<file path="config.mk">
export PLATFORM = sky130hd
export DESIGN_NAME = proc_core_param
export DESIGN_NICKNAME = d
export VERILOG_FILES = /design/src/rtl/proc_pkg.sv /design/src/rtl/proc_alu.sv /design/src/rtl/proc_core_param.sv
export SDC_FILE = /design/constraint.sdc
export NUM_CORES = 1
export LEC_CHECK = 0
export BUFFER_PORTS_ARGS = -buffer_cell sky130_fd_sc_hd__buf_2
export CAP_MARGIN = 20
export CELL_PAD_IN_SITES_DETAIL_PLACEMENT = 0
export CELL_PAD_IN_SITES_GLOBAL_PLACEMENT = 1
export CORE_MARGIN = 2
export CORE_UTILIZATION = 50
export CTS_CLUSTER_SIZE = 30
export DETAILED_ROUTE_END_ITERATION = 10
export PLACE_DENSITY = 0.85
export REMOVE_ABC_BUFFERS = 1
export SYNTH_ARGS = -nofsm -noshare
export SYNTH_HDL_FRONTEND = slang
export SYNTH_SLANG_ARGS = --single-unit
</file>
<file path="constraint.sdc">
create_clock -name clk -period 5.3 [get_ports clk]
set_input_delay 1.06 -clock clk [delete_from_list [all_inputs] [get_ports clk]]
set_output_delay 1.06 -clock clk [all_outputs]
set_load 0.02 [all_outputs]
</file>
<file path="src/rtl/proc_pkg.sv">
`default_nettype none
// +-----------------------------------------------------------------------------+
// | proc_pkg : opcodes, FSM state encoding and ALU operation codes for          |
// |            proc_core_param.                                                 |
// | Revision : 1.0                                                              |
// +-----------------------------------------------------------------------------+
package proc_pkg;

   localparam logic [2:0] OP_MV  = 3'b000;
   localparam logic [2:0] OP_MVI = 3'b001;
   localparam logic [2:0] OP_ADD = 3'b010;
   localparam logic [2:0] OP_SUB = 3'b011;
   localparam logic [2:0] OP_AND = 3'b100;
   localparam logic [2:0] OP_OR  = 3'b101;
   localparam logic [2:0] OP_XOR = 3'b110;
   localparam logic [2:0] OP_CMP = 3'b111;

   typedef enum logic [1:0] {
      IDLE = 2'd0,
      T1   = 2'd1,
      T2   = 2'd2,
      T3   = 2'd3
   } state_t;

   typedef enum logic [2:0] {
      ALU_ADD = 3'd0,
      ALU_SUB = 3'd1,
      ALU_AND = 3'd2,
      ALU_OR  = 3'd3,
      ALU_XOR = 3'd4
   } alu_op_t;

   // cmp shares the subtract path; only the writeback differs.
   function automatic alu_op_t alu_op_of(input logic [2:0] opc);
      alu_op_t r;
      case (opc)
         OP_SUB, OP_CMP: r = ALU_SUB;
         OP_AND:         r = ALU_AND;
         OP_OR:          r = ALU_OR;
         OP_XOR:         r = ALU_XOR;
         default:        r = ALU_ADD;
      endcase
      return r;
   endfunction

endpackage
`default_nettype wire

</file>
<file path="src/rtl/proc_alu.sv">
`default_nettype none
// +-----------------------------------------------------------------------------+
// | proc_alu : combinational ALU, add/sub with carry-out, and/or/xor (c_out=0). |
// | Revision : 1.0                                                              |
// +-----------------------------------------------------------------------------+
module proc_alu
   import proc_pkg::*;
#(
   parameter int WIDTH = 16
) (
   input  logic [WIDTH-1:0] a,
   input  logic [WIDTH-1:0] b,
   input  alu_op_t          op,
   output logic [WIDTH-1:0] y,
   output logic             c_out
);

   logic [WIDTH:0] sum;

   always_comb begin
      sum   = '0;
      y     = '0;
      c_out = 1'b0;
      case (op)
         ALU_ADD: begin
            sum   = {1'b0, a} + {1'b0, b};
            y     = sum[WIDTH-1:0];
            c_out = sum[WIDTH];
         end
         ALU_SUB: begin
            // c_out=1 means no borrow
            sum   = {1'b0, a} + {1'b0, ~b} + {{WIDTH{1'b0}}, 1'b1};
            y     = sum[WIDTH-1:0];
            c_out = sum[WIDTH];
         end
         ALU_AND: y = a & b;
         ALU_OR:  y = a | b;
         ALU_XOR: y = a ^ b;
         default: y = '0;
      endcase
   end

endmodule
`default_nettype wire

</file>
<file path="src/rtl/proc_core_param.sv">
`default_nettype none
// +-----------------------------------------------------------------------------+
// | proc_core_param : parametrised multicycle core (regfile, A, G, ALU, bus mux,|
// |                   control FSM). Macro PROC_FLAGS_EN enables z/c flags + cmp. |
// | Revision : 1.0                                                              |
// +-----------------------------------------------------------------------------+
module proc_core_param
   import proc_pkg::*;
#(
   parameter  int WIDTH = 16,
   parameter  int NREGS = 8,
   localparam int RW    = $clog2(NREGS)
) (
   input  logic             clk,
   input  logic             rst,
   input  logic             run,
   input  logic [WIDTH-1:0] din,
   input  logic [RW-1:0]    dbg_sel,
   output logic [WIDTH-1:0] bus,
   output logic             done,
   output logic             busy,
   output logic             flag_z,
   output logic             flag_c,
   output logic [WIDTH-1:0] dbg_data
);

   logic [WIDTH-1:0] regs [NREGS];
   logic [WIDTH-1:0] a_q;
   logic [WIDTH-1:0] g_q;
   logic [2*RW+2:0]  ir;
   state_t           state;
   state_t           state_n;

   logic [2:0]       op;
   logic [RW-1:0]    rx;
   logic [RW-1:0]    ry;
   logic             is_nop;

   logic [WIDTH-1:0] bus_mux;
   logic [WIDTH-1:0] alu_y;
   logic             alu_c;
   alu_op_t          alu_op;
   logic             done_n;
   logic             wr_rx;
   logic             ld_a;
   logic             ld_g;
   logic             ld_flags;
   logic             ld_ir;

   assign op = ir[2*RW+2:2*RW];
   assign rx = ir[2*RW-1:RW];
   assign ry = ir[RW-1:0];

`ifdef PROC_FLAGS_EN
   assign is_nop = 1'b0;
`else
   assign is_nop = (op == OP_CMP);
`endif

   assign alu_op = alu_op_of(op);

   proc_alu #(
      .WIDTH (WIDTH)
   ) u_alu (
      .a     (a_q),
      .b     (bus_mux),
      .op    (alu_op),
      .y     (alu_y),
      .c_out (alu_c)
   );

   always_comb begin
      state_n  = state;
      bus_mux  = '0;
      done_n   = 1'b0;
      wr_rx    = 1'b0;
      ld_a     = 1'b0;
      ld_g     = 1'b0;
      ld_flags = 1'b0;
      ld_ir    = 1'b0;
      case (state)
         IDLE: begin
            if (run) begin
               ld_ir   = 1'b1;
               state_n = T1;
            end
         end
         T1: begin
            if (op == OP_MV) begin
               bus_mux = regs[ry];
               wr_rx   = 1'b1;
               done_n  = 1'b1;
               state_n = IDLE;
            end else if (op == OP_MVI) begin
               bus_mux = din;
               wr_rx   = 1'b1;
               done_n  = 1'b1;
               state_n = IDLE;
            end else if (is_nop) begin
               done_n  = 1'b1;
               state_n = IDLE;
            end else begin
               bus_mux = regs[rx];
               ld_a    = 1'b1;
               state_n = T2;
            end
         end
         T2: begin
            bus_mux  = regs[ry];
            ld_flags = 1'b1;
            if (op == OP_CMP) begin
               done_n  = 1'b1;
               state_n = IDLE;
            end else begin
               ld_g    = 1'b1;
               state_n = T3;
            end
         end
         T3: begin
            bus_mux = g_q;
            wr_rx   = 1'b1;
            done_n  = 1'b1;
            state_n = IDLE;
         end
         default: state_n = IDLE;
      endcase
   end

   always_ff @(posedge clk) begin
      if (rst) begin
         state <= IDLE;
         ir    <= '0;
         a_q   <= '0;
         g_q   <= '0;
         done  <= 1'b0;
         for (int i = 0; i < NREGS; i++) regs[i] <= '0;
      end else begin
         state <= state_n;
         done  <= done_n;
         if (ld_ir) ir <= din[2*RW+2:0];
         if (ld_a)  a_q <= bus_mux;
         if (ld_g)  g_q <= alu_y;
         if (wr_rx) regs[rx] <= bus_mux;
      end
   end

`ifdef PROC_FLAGS_EN
   logic z_q;
   logic c_q;

   always_ff @(posedge clk) begin
      if (rst) begin
         z_q <= 1'b0;
         c_q <= 1'b0;
      end else if (ld_flags) begin
         z_q <= (alu_y == '0);
         c_q <= alu_c;
      end
   end

   assign flag_z = z_q;
   assign flag_c = c_q;
`else
   logic unused_flags;
   assign unused_flags = &{1'b0, alu_c, ld_flags};
   assign flag_z       = 1'b0;
   assign flag_c       = 1'b0;
`endif

   // A reset held in mid-instruction must not leak the old source onto the bus.
   assign bus      = rst ? '0 : bus_mux;
   assign busy     = (state != IDLE);
   assign dbg_data = regs[dbg_sel];

endmodule
`default_nettype wire
</file>
Word level (Yosys, flattened, before mapping)
Memories as Yosys holds them, arrays and structs flattened. A register that Yosys moved wholly into a read port is not among the register bits.
Cells that the tools add are included.

operators by class
  $add $sub $neg = 3
  equality and inequality tests = 14
  mux-type cells = 39
  bitwise gates (word level) = 4
  reduce and logical (&&, ||, !) cells = 6

operators with widths
  cell                     count
  $mux W16                 5
  $pmux W16 S5             1
  $pmux W16 S3             1
  $add A16 B16 Y16         2
  $mux W1                  18
  $add A16 B1 Y16 const B  1
  $and A16 B16 Y16         1
  $not A16 Y16             1
  $or A16 B16 Y16          1
  $reduce_or A16 Y1        1
  $xor A16 B16 Y16         1
  $eq A3 B3 Y1 const B     5
  $mux W3                  5
  $pmux W3 S4              1
  $mux W2                  5
  $eq A3 B2 Y1 const B     3
  $pmux W2 S4              1
  $eq A3 B1 Y1 const B     2
  $logic_not A3 Y1         2
  $eq A2 B2 Y1 const B     2
  $pmux W1 S3              1
  $eq A2 B1 Y1 const B     1
  $logic_not A2 Y1         1
  $ne A2 B2 Y1 const B     1
  3 further kinds          3

word-level totals
  register bits = 44
  RAM bits = 128
  output and inout port bits = 36
  memories kept = 1

memories
  name  words  width  rd ports  clocked after memory_dff  write ports  line                   source
  regs  8      16     3         2                         8            proc_core_param.sv:27  logic [WIDTH-1:0] regs [NREGS];

Depth between registers and ports, before layout
Gate-level depths: netlist (run 1).

  depth in word-level cells = 9
  mapped depth = 19
  mapped depth without buffers = 15

Cells and area by module
From an unflattened synthesis (run 1), not the netlist that was laid out.

second synthesis, totals
  cells, all modules = 1305
  area, all modules = 13560.5 um2

modules (own cells, without submodules)
  module           instances  cells an instance  area an instance (um2)
  proc_core_param  1          932                10998.0
  proc_alu         1          373                2562.5

Worst setup path before layout (run 1)
No wires, ideal clock.

  kind = register to register
  start point = reg with a tool-made name
  end point = reg g_q[10]
  setup time = 0.134 ns
  arrival time = 3.798 ns
  setup slack = 1.368 ns
  cell stages (with the launch flop) = 16
  clock period less this slack = 3.932 ns
  cell sequence = dfxtp_1 buf_2 buf_4 mux4_2 mux2_2 a222oi_1 buf_4 ha_1 clkbuf_1 nand2b_1 a2111o_1 a21oi_1 nor2_1 xnor2_1 a221oi_1 a211oi_1

RTL lines
  element                 line                    source
  end signal: assignment  proc_core_param.sv:142  if (ld_g) g_q <= alu_y;
  end: declaration        proc_core_param.sv:29   logic [WIDTH-1:0] g_q;

==> load_flow_metrics.sql, run 1 <==
INSERT INTO impl_metrics (metric_group, metric, value, unit) VALUES
('status', 'outcome', 'complete, no violations', ''),
('clocking', 'number_of_clock_sinks', '178', ''),
('clocking', 'cts_tree', 'done', ''),
('detailed_routing', 'detail_route.drc_violations', '0', ''),
('worst_setup_path', 'endpoint_kind_of_the_worst_setup_timing_path', 'flop', ''),
('run', 'max_cap_violations', '0', ''),
('sta', 'final_hold_violations', '0', ''),
('floorplanning', 'ios', '58', ''),
('detailed_routing', 'wire_per_inst', '24.36', 'um'),
('sta', 'grt_setup_unrepaired', 'false', ''),
('synthesis', 'yosysWarningCount', '0', ''),
('worst_setup_path', 'worstRegToRegCells', '13', ''),
('detailed_routing', 'route.vias.total', '9503', ''),
('sta', 'period_minus_slack', '4.644', 'ns'),
('finish', 'final_layout_size_suffix_gt1_share', '24.10', '%'),
('worst_setup_path', 'critPathMaxFanout', '26', ''),
('clocking', 'htree_num_levels', '4', ''),
('finish', 'design_area', '13280', 'sq um'),
('synthesis', 'total_of_flip_flops_plus_latches_after_synthesis', '178', ''),
('sta', 'final_max_slew_viol_count', '0', ''),
('global_routing', 'global_route.usage.met1', '38.65', '%'),
('detailed_routing', 'drt-total-wl', '35.67', 'mm'),
('global_routing', 'maximum_number_of_pins_on_one_net_before_global_route_repair', '43', ''),
('worst_setup_path', 'worst_setup_path_start_kind', 'flop', ''),
('clocking', 'clock_latency', '0.44', 'ns'),
('clocking', 'tritoncts.num_buffers', '17', ''),
('global_routing', 'busiest_layer', 'met2', ''),
('worst_setup_path', 'reg2reg_setup_slack', '0.66', 'ns'),
('floorplanning', 'die_area', '25270', 'sq um'),
('finish', 'fin_nets', '1204', ''),
('sta', 'slew_headroom', '20.67', '%'),
('global_routing', 'grt.met2_usage', '45.99', '%'),
('synthesis', 'asr_flop_ratio_synth', '0', '%'),
('floorplanning', 'initial_core_util', '50.99', '%'),
('placement', 'placed_area', '12570', 'sq um'),
('worst_setup_path', 'worstPathArrival', '5.00', 'ns'),
('floorplanning', 'vertical_die_dimension', '159.0', 'um'),
('sta', 'final_cycle_utilization_of_the_critical_path', '87.62', '%'),
('clocking', 'post_cts_resize_count', '0', ''),
('global_routing', 'groute.usage.overall', '28.72', '%'),
('placement', 'post-place-ws', '0.7997', 'ns'),
('worst_setup_path', 'cpLargestDelayFamily', 'compound AO/OA/AOI/OAI gates', ''),
('detailed_routing', 'detailedRoute.firstIterationViolations', '1178', ''),
('placement', 'dpl.hpwl', '23.23', 'mm'),
('min_path', 'hp-class', 'reg -> reg', ''),
('min_path', 'hold_path.startpoint', 'ir[2]$_SDFFE_PP0P_', ''),
('detailed_routing', 'drt_pass1_iterations', '6', ''),
('synthesis', 'yosysSeqAreaShare', '40.35', '%'),
('synthesis', 'yosys-top-cells-area', 'edfxtp_1 (32%), mux4_2 (18%), dfxtp_1 (8.3%), nor2_1 (6.5%), ha_1 (5.0%)', ''),
('sta', 'worst_clock_skew', '0.01356', 'ns'),
('sta', 'achievable-frequency', '215.3', 'MHz'),
('synthesis', 'netlist-cell-type-count', '62', ''),
('sta', 'finalWorstSetupSlack', '0.6562', 'ns'),
('global_routing', 'grt.met3_usage', '5.939', '%'),
('synthesis', 'synthDominantAreaCellType', 'edfxtp_1', ''),
('synthesis', 'synth_ff_type', 'edfxtp_1', ''),
('global_routing', 'grt_first_pass_wirelength', '54.99', 'mm'),
('detailed_routing', 'antenna_violating_nets_post_route', '0', ''),
('power', 'total_leakage_power', '4.836', 'nW'),
('worst_setup_path', 'cp_num_buf_inv', '2', ''),
('worst_setup_path', 'capture_instance_of_the_worst_register_to_register_path', 'g_q[15]$_SDFFE_PP0P_', ''),
('sta', 'setup_violations', '0', ''),
('finish', 'layout_common_cells', 'nor2_1 (206), edfxtp_1 (128), mux4_2 (96)', ''),
('worst_setup_path', 'slowest_cp_cell', 'a222oi_1', ''),
('min_path', 'number_of_cells_on_the_worst_hold_path', '2', ''),
('clocking', 'clock_path_buffers', '2', ''),
('placement', 'port_buffers', '55', ''),
('worst_setup_path', 'path_cells', 'buf_4 > mux4_2 > mux2_2 > a222oi_1 > buf_4 > ha_1 > a21oi_1 > a211oi_1 > nor2_1 > o221ai_1 > xnor2_1 > o2111ai_1 > nor3b_1', ''),
('synthesis', 'post-synth-top-area-fraction', '32.02', '%'),
('sta', 'final.setup.tns', '0', 'ns'),
('global_routing', 'grt_antenna_before_repair', '0', '');
==> per-layer routing <==
layer	part of all wire, %	routed length [um]	vias up
met1	38	13680	4689
met2	47	16920	563
met3	11	3867	86
li1	-	-	4165
met5	0	0	-
met4	3.4	1200	0
==> cell usage after synthesis (all sizes together) (16+ instances only) <==
cell    count
buf        42
nand2b     20
mux4       96
a222oi     16
nor2      207
edfxtp    128
clkbuf     58
a21oi      42
xnor2      16
a211oi     25
inv        53
ha         48
dfxtp      50
o21ai      33
nand2      65
mux2       33
mux2i      28
==> per-stage QoR <==
step,hold WS (ns),instances
2_1_floorplan,0.4285,1007
3_3_place_gp,0.4386,1426
3_5_place_dp,0.4596,1426
4_1_cts,0.4668,1458
5_1_grt,0.4984,1464
6_report,0.4649,1464
==> power breakdown <==
part           internal [W]  switching [W]  total [W]
Combinational      0.000330       0.000451   0.000781
Clock              0.000622       0.000606    0.00123
Sequential          0.00154      0.0000557    0.00160
==> how the worst max path moves through the flow <==
stage	startpoint	to	slack [ns]	cells past startpoint
after floorplan	flop	g_q[13]$_SDFFE_PP0P_	-0.12	11
after global placement	flop	g_q[10]$_SDFFE_PP0P_	0.82	13
after detailed placement	flop	g_q[10]$_SDFFE_PP0P_	0.80	13
after CTS	flop	bus[13]	0.65	9
after global routing	flop	g_q[15]$_SDFFE_PP0P_	0.40	13
final	flop	g_q[15]$_SDFFE_PP0P_	0.66	13
==> registers in the layout (all words and copies together) (netlist names), named ones only <==
register and cells:
a_q 16, done 1, state 2, regs 128, ir 9, g_q 16
==> worst register-to-register path: stages (launching register included) <==
cell and delay [ns]:
dfxtp_1 0.57, buf_4 0.49, mux4_2 0.37, mux2_2 0.29, a222oi_1 0.58, buf_4 0.26, ha_1 0.34, a21oi_1 0.28
a211oi_1 0.12, nor2_1 0.45, o221ai_1 0.24, xnor2_1 0.16, o2111ai_1 0.18, nor3b_1 0.22
==> cell type report <==
| cell class | count | area (sq um) |
|---|---|---|
| clock buffer | 17 | 425.4 |
| timing repair buffer | 106 | 765.7 |
| sequential | 178 | 4847 |
| clock inverter | 15 | 136.4 |
| inverter | 53 | 198.9 |
| multi-input combinational | 776 | 6504 |
| fill | 2016 | 10270 |
| tap | 319 | 399.1 |
==> logic make-up after synthesis <==
kind of cell,Yosys count,share of synthesized area [%]
compound gates,195,11.31
xor+xnor,19,1.386
fa+ha+maj,50,5.336
buf+inv,153,5.565
flops,178,40.35
mux,157,23.44
other cells,1,0.03124
simple gates,353,12.58
Power figures use the tool's default switching activity.
==> run 2, diff against run 1 <==
- BUFFER_PORTS_ARGS: -buffer_cell sky130_fd_sc_hd__buf_2 -> -buffer_cell sky130_fd_sc_hd__buf_4
==> run 2 against run 1 <==
Against the previous run: non-clock buffer count grew 6; die area unchanged; routed wire length is 2.4% higher; worst setup slack better by 0.0061 ns; critical path depth decreased by 5; utilization grew 0.60 points; flip-flop and latch count unchanged; sequential share of layout area decreased by 0.38 points; hold slack improved by 0.0085 ns; fmax increased by 0.13%; critical path type is now reg -> out; critical endpoint is now bus[10]; largest cell class unchanged.
==> load_flow_metrics.sql, run 2 (synthesis results as in run 1) <==
INSERT INTO impl_metrics (metric_group, metric, value, unit) VALUES
('sta', 'final_max_slew_viol_count', '0', ''),
('global_routing', 'grt_overflow_total', '0', ''),
('worst_setup_path', 'cp_slowest_stage_delay', '0.62', 'ns'),
('detailed_routing', 'drt-total-wl', '36.52', 'mm'),
('detailed_routing', 'drt_pass1_iterations', '7', ''),
('worst_setup_path', 'capture_instance_of_the_worst_register_to_register_path', 'g_q[14]$_SDFFE_PP0P_', ''),
('clocking', 'cts_tree', 'done', ''),
('finish', 'layout_common_cells', 'nor2_1 (206), edfxtp_1 (128), buf_4 (110)', ''),
('worst_setup_path', 'slowest_cp_cell', 'a222oi_1', ''),
('floorplanning', 'die_area', '25270', 'sq um'),
('global_routing', 'grt_antenna_before_repair', '0', ''),
('finish', 'syn_to_final_growth', '11.76', '%'),
('finish', 'reg_top3', 'regs: 128 flops, a_q: 16 flops, g_q: 16 flops', ''),
('detailed_routing', 'wire_per_inst', '24.84', 'um'),
('clocking', 'cts_root_buffer', 'clkbuf_16', ''),
('clocking', 'post_cts_resize_count', '0', ''),
('worst_setup_path', 'critical_path.most_common_cell', 'buf_4', ''),
('global_routing', 'grt.met2_usage', '47.66', '%'),
('clocking', 'clock_path_buffers', '2', ''),
('global_routing', 'maximum_number_of_pins_on_one_net_before_global_route_repair', '40', ''),
('floorplanning', 'chipWidth', '159.0', 'um'),
('sta', 'finalWorstSetupSlack', '0.6623', 'ns'),
('run', 'max_cap_violations', '0', ''),
('worst_setup_path', 'worstRegToRegCells', '13', ''),
('min_path', 'hold_path.startpoint', 'ir[2]$_SDFFE_PP0P_', ''),
('finish', 'final_common_cell', 'nor2_1', ''),
('finish', 'final-seq-area', '4847', 'sq um'),
('placement', 'dpl.hpwl', '24.42', 'mm'),
('sta', 'worst_clock_skew', '0.01426', 'ns'),
('sta', 'grt_setup_unrepaired', 'false', ''),
('global_routing', 'grt_pass1_vias', '9415', ''),
('sta', 'final_cycle_utilization_of_the_critical_path', '87.50', '%'),
('worst_setup_path', 'cpLargestDelayFamily', 'buffers and inverters', ''),
('worst_setup_path', 'crit_type', 'reg -> out', ''),
('worst_setup_path', 'critPathMaxFanout', '14', ''),
('detailed_routing', 'route.vias.total', '9600', ''),
('clocking', 'post_cts_setup_buffer_count', '0', ''),
('worst_setup_path', 'worstPathArrival', '3.58', 'ns'),
('finish', 'final_layout_size_suffix_gt1_share', '24.59', '%'),
('detailed_routing', 'vias_per_cell', '6.531', ''),
('finish', 'multiInputGateArea', '6504', 'sq um'),
('worst_setup_path', 'worst_setup_path_start_kind', 'flop', ''),
('placement', 'post-place-ws', '0.7233', 'ns'),
('clocking', 'cts-hold-fix-buffers', '0', ''),
('sta', 'setup_violations', '0', ''),
('sta', 'worst-slew-pin-transition', '0.7923', 'ns'),
('finish', 'regMostFlops', 'regs', ''),
('detailed_routing', 'detail_route.drc_violations', '0', ''),
('floorplanning', 'placeableCoreArea', '23540', 'sq um'),
('sta', 'achievable-frequency', '215.6', 'MHz'),
('worst_setup_path', 'path_cells', 'buf_4 > buf_4 > mux4_2 > mux2_2 > a222oi_1 > buf_4 > nor2_1 > buf_4', ''),
('worst_setup_path', 'cp_num_buf_inv', '4', ''),
('global_routing', 'groute.usage.overall', '29.15', '%'),
('finish', 'fin_nets', '1210', ''),
('sta', 'period_minus_slack', '4.638', 'ns'),
('detailed_routing', 'detailedRoute.firstIterationViolations', '1109', ''),
('floorplanning', 'vertical_die_dimension', '159.0', 'um'),
('floorplanning', 'initial_core_util', '50.99', '%'),
('power', 'total_leakage_power', '4.881', 'nW'),
('finish', 'design_area', '13420', 'sq um'),
('finish', 'final.fill_count', '2038', ''),
('sta', 'slew_headroom', '46.60', '%'),
('min_path', 'number_of_cells_on_the_worst_hold_path', '2', ''),
('worst_setup_path', 'endpoint_kind_of_the_worst_setup_timing_path', 'output pin', ''),
('placement', 'port_buffers', '55', ''),
('sta', 'final_hold_violations', '0', ''),
('placement', 'routabilityCongestion', '0.8867', ''),
('clocking', 'htree_num_levels', '4', ''),
('clocking', 'clock_latency', '0.44', 'ns'),
('power', 'worst_ir_drop_vdd', '0.0001899', 'V'),
('floorplanning', 'fp-row-count', '56', ''),
('clocking', 'tritoncts.num_buffers', '17', ''),
('clocking', 'cts.clk_slew.worst_paths', '0.08', 'ns'),
('floorplanning', 'ios', '58', ''),
('global_routing', 'grt_first_pass_wirelength', '55.85', 'mm'),
('worst_setup_path', 'reg2reg_setup_slack', '0.72', 'ns'),
('min_path', 'hp-class', 'reg -> reg', ''),
('placement', 'placed_area', '12770', 'sq um'),
('worst_setup_path', 'critPathRequiredTime', '4.24', 'ns'),
('global_routing', 'busiest_layer', 'met2', ''),
('min_path', 'worst_hold_path.endpoint', 'ir[2]$_SDFFE_PP0P_', ''),
('finish', 'largest_reg_flops', '128', ''),
('global_routing', 'global_route.usage.met1', '38.61', '%'),
('power', 'power.density_cell_area', '277.1', 'nW/um^2'),
('status', 'outcome', 'complete, no violations', ''),
('detailed_routing', 'antenna_violating_nets_post_route', '0', ''),
('finish', 'antennaDiodeCount', '0', ''),
('clocking', 'number_of_clock_sinks', '178', ''),
('global_routing', 'grt.met3_usage', '4.689', '%');
-- run 2: area by class of cell --
type	instances	share of cell area, %
flip-flops and latches	178	36.13
well taps	319	2.975
repair buffers	112	6.379
inverters	53	1.483
clock inverters	15	1.390
multi-input cells	776	48.48
clock buffers	17	3.171
-- run 2: metal layers --
layer	share of wire [%]	vias to the layer above	routed length, um
li1	-	4195	-
met1	38	4740	13920
met2	48	570	17670
met3	10	95	3638
met4	3.6	0	1299
met5	0	-	0
-- run 2: through the flow --
stage | total power [W] | hold slack, ns | utilization, % | std cells | setup TNS, ns
after detailed placement | 0.002407 | 0.4545 | 54.26 | 1436 | 0
after CTS | 0.003719 | 0.4699 | 56.86 | 1468 | 0
after global placement | 0.002396 | 0.4431 | 54.26 | 1436 | 0
after global routing | 0.003854 | 0.5056 | 56.99 | 1470 | 0
final | 0.003718 | 0.4735 | 56.99 | 1470 | 0
after floorplan | 0.002124 | 0.4285 | - | 1007 | -0.2525
-- run 2: worst min-delay path, delay by kind of cell (launching register included) --
family | cells | cell delay [ns]
DFF | 1 | 0.31
AOI/OAI and AO/OA | 1 | 0.07
and+or+nand+nor | 1 | 0.05
-- run 2: worst max path at each step --
stage | to | slack [ns] | cells after the start
3_5_place_dp | g_q[14]$_SDFFE_PP0P_ | 0.72 | 13
5_1_grt | g_q[13]$_SDFFE_PP0P_ | 0.38 | 12
6_report | bus[10] | 0.66 | 8
2_1_floorplan | g_q[13]$_SDFFE_PP0P_ | -0.12 | 11
3_3_place_gp | g_q[15]$_SDFFE_PP0P_ | 0.87 | 14
4_1_cts | bus[10] | 0.59 | 8
-- run 2: power by group --
group          internal [W]  leakage (nW)  total (W)  switching (W)
clock              0.000685         0.297    0.00133       0.000641
combinational      0.000341          2.85   0.000792       0.000450
sequential          0.00154          1.73    0.00160      0.0000582
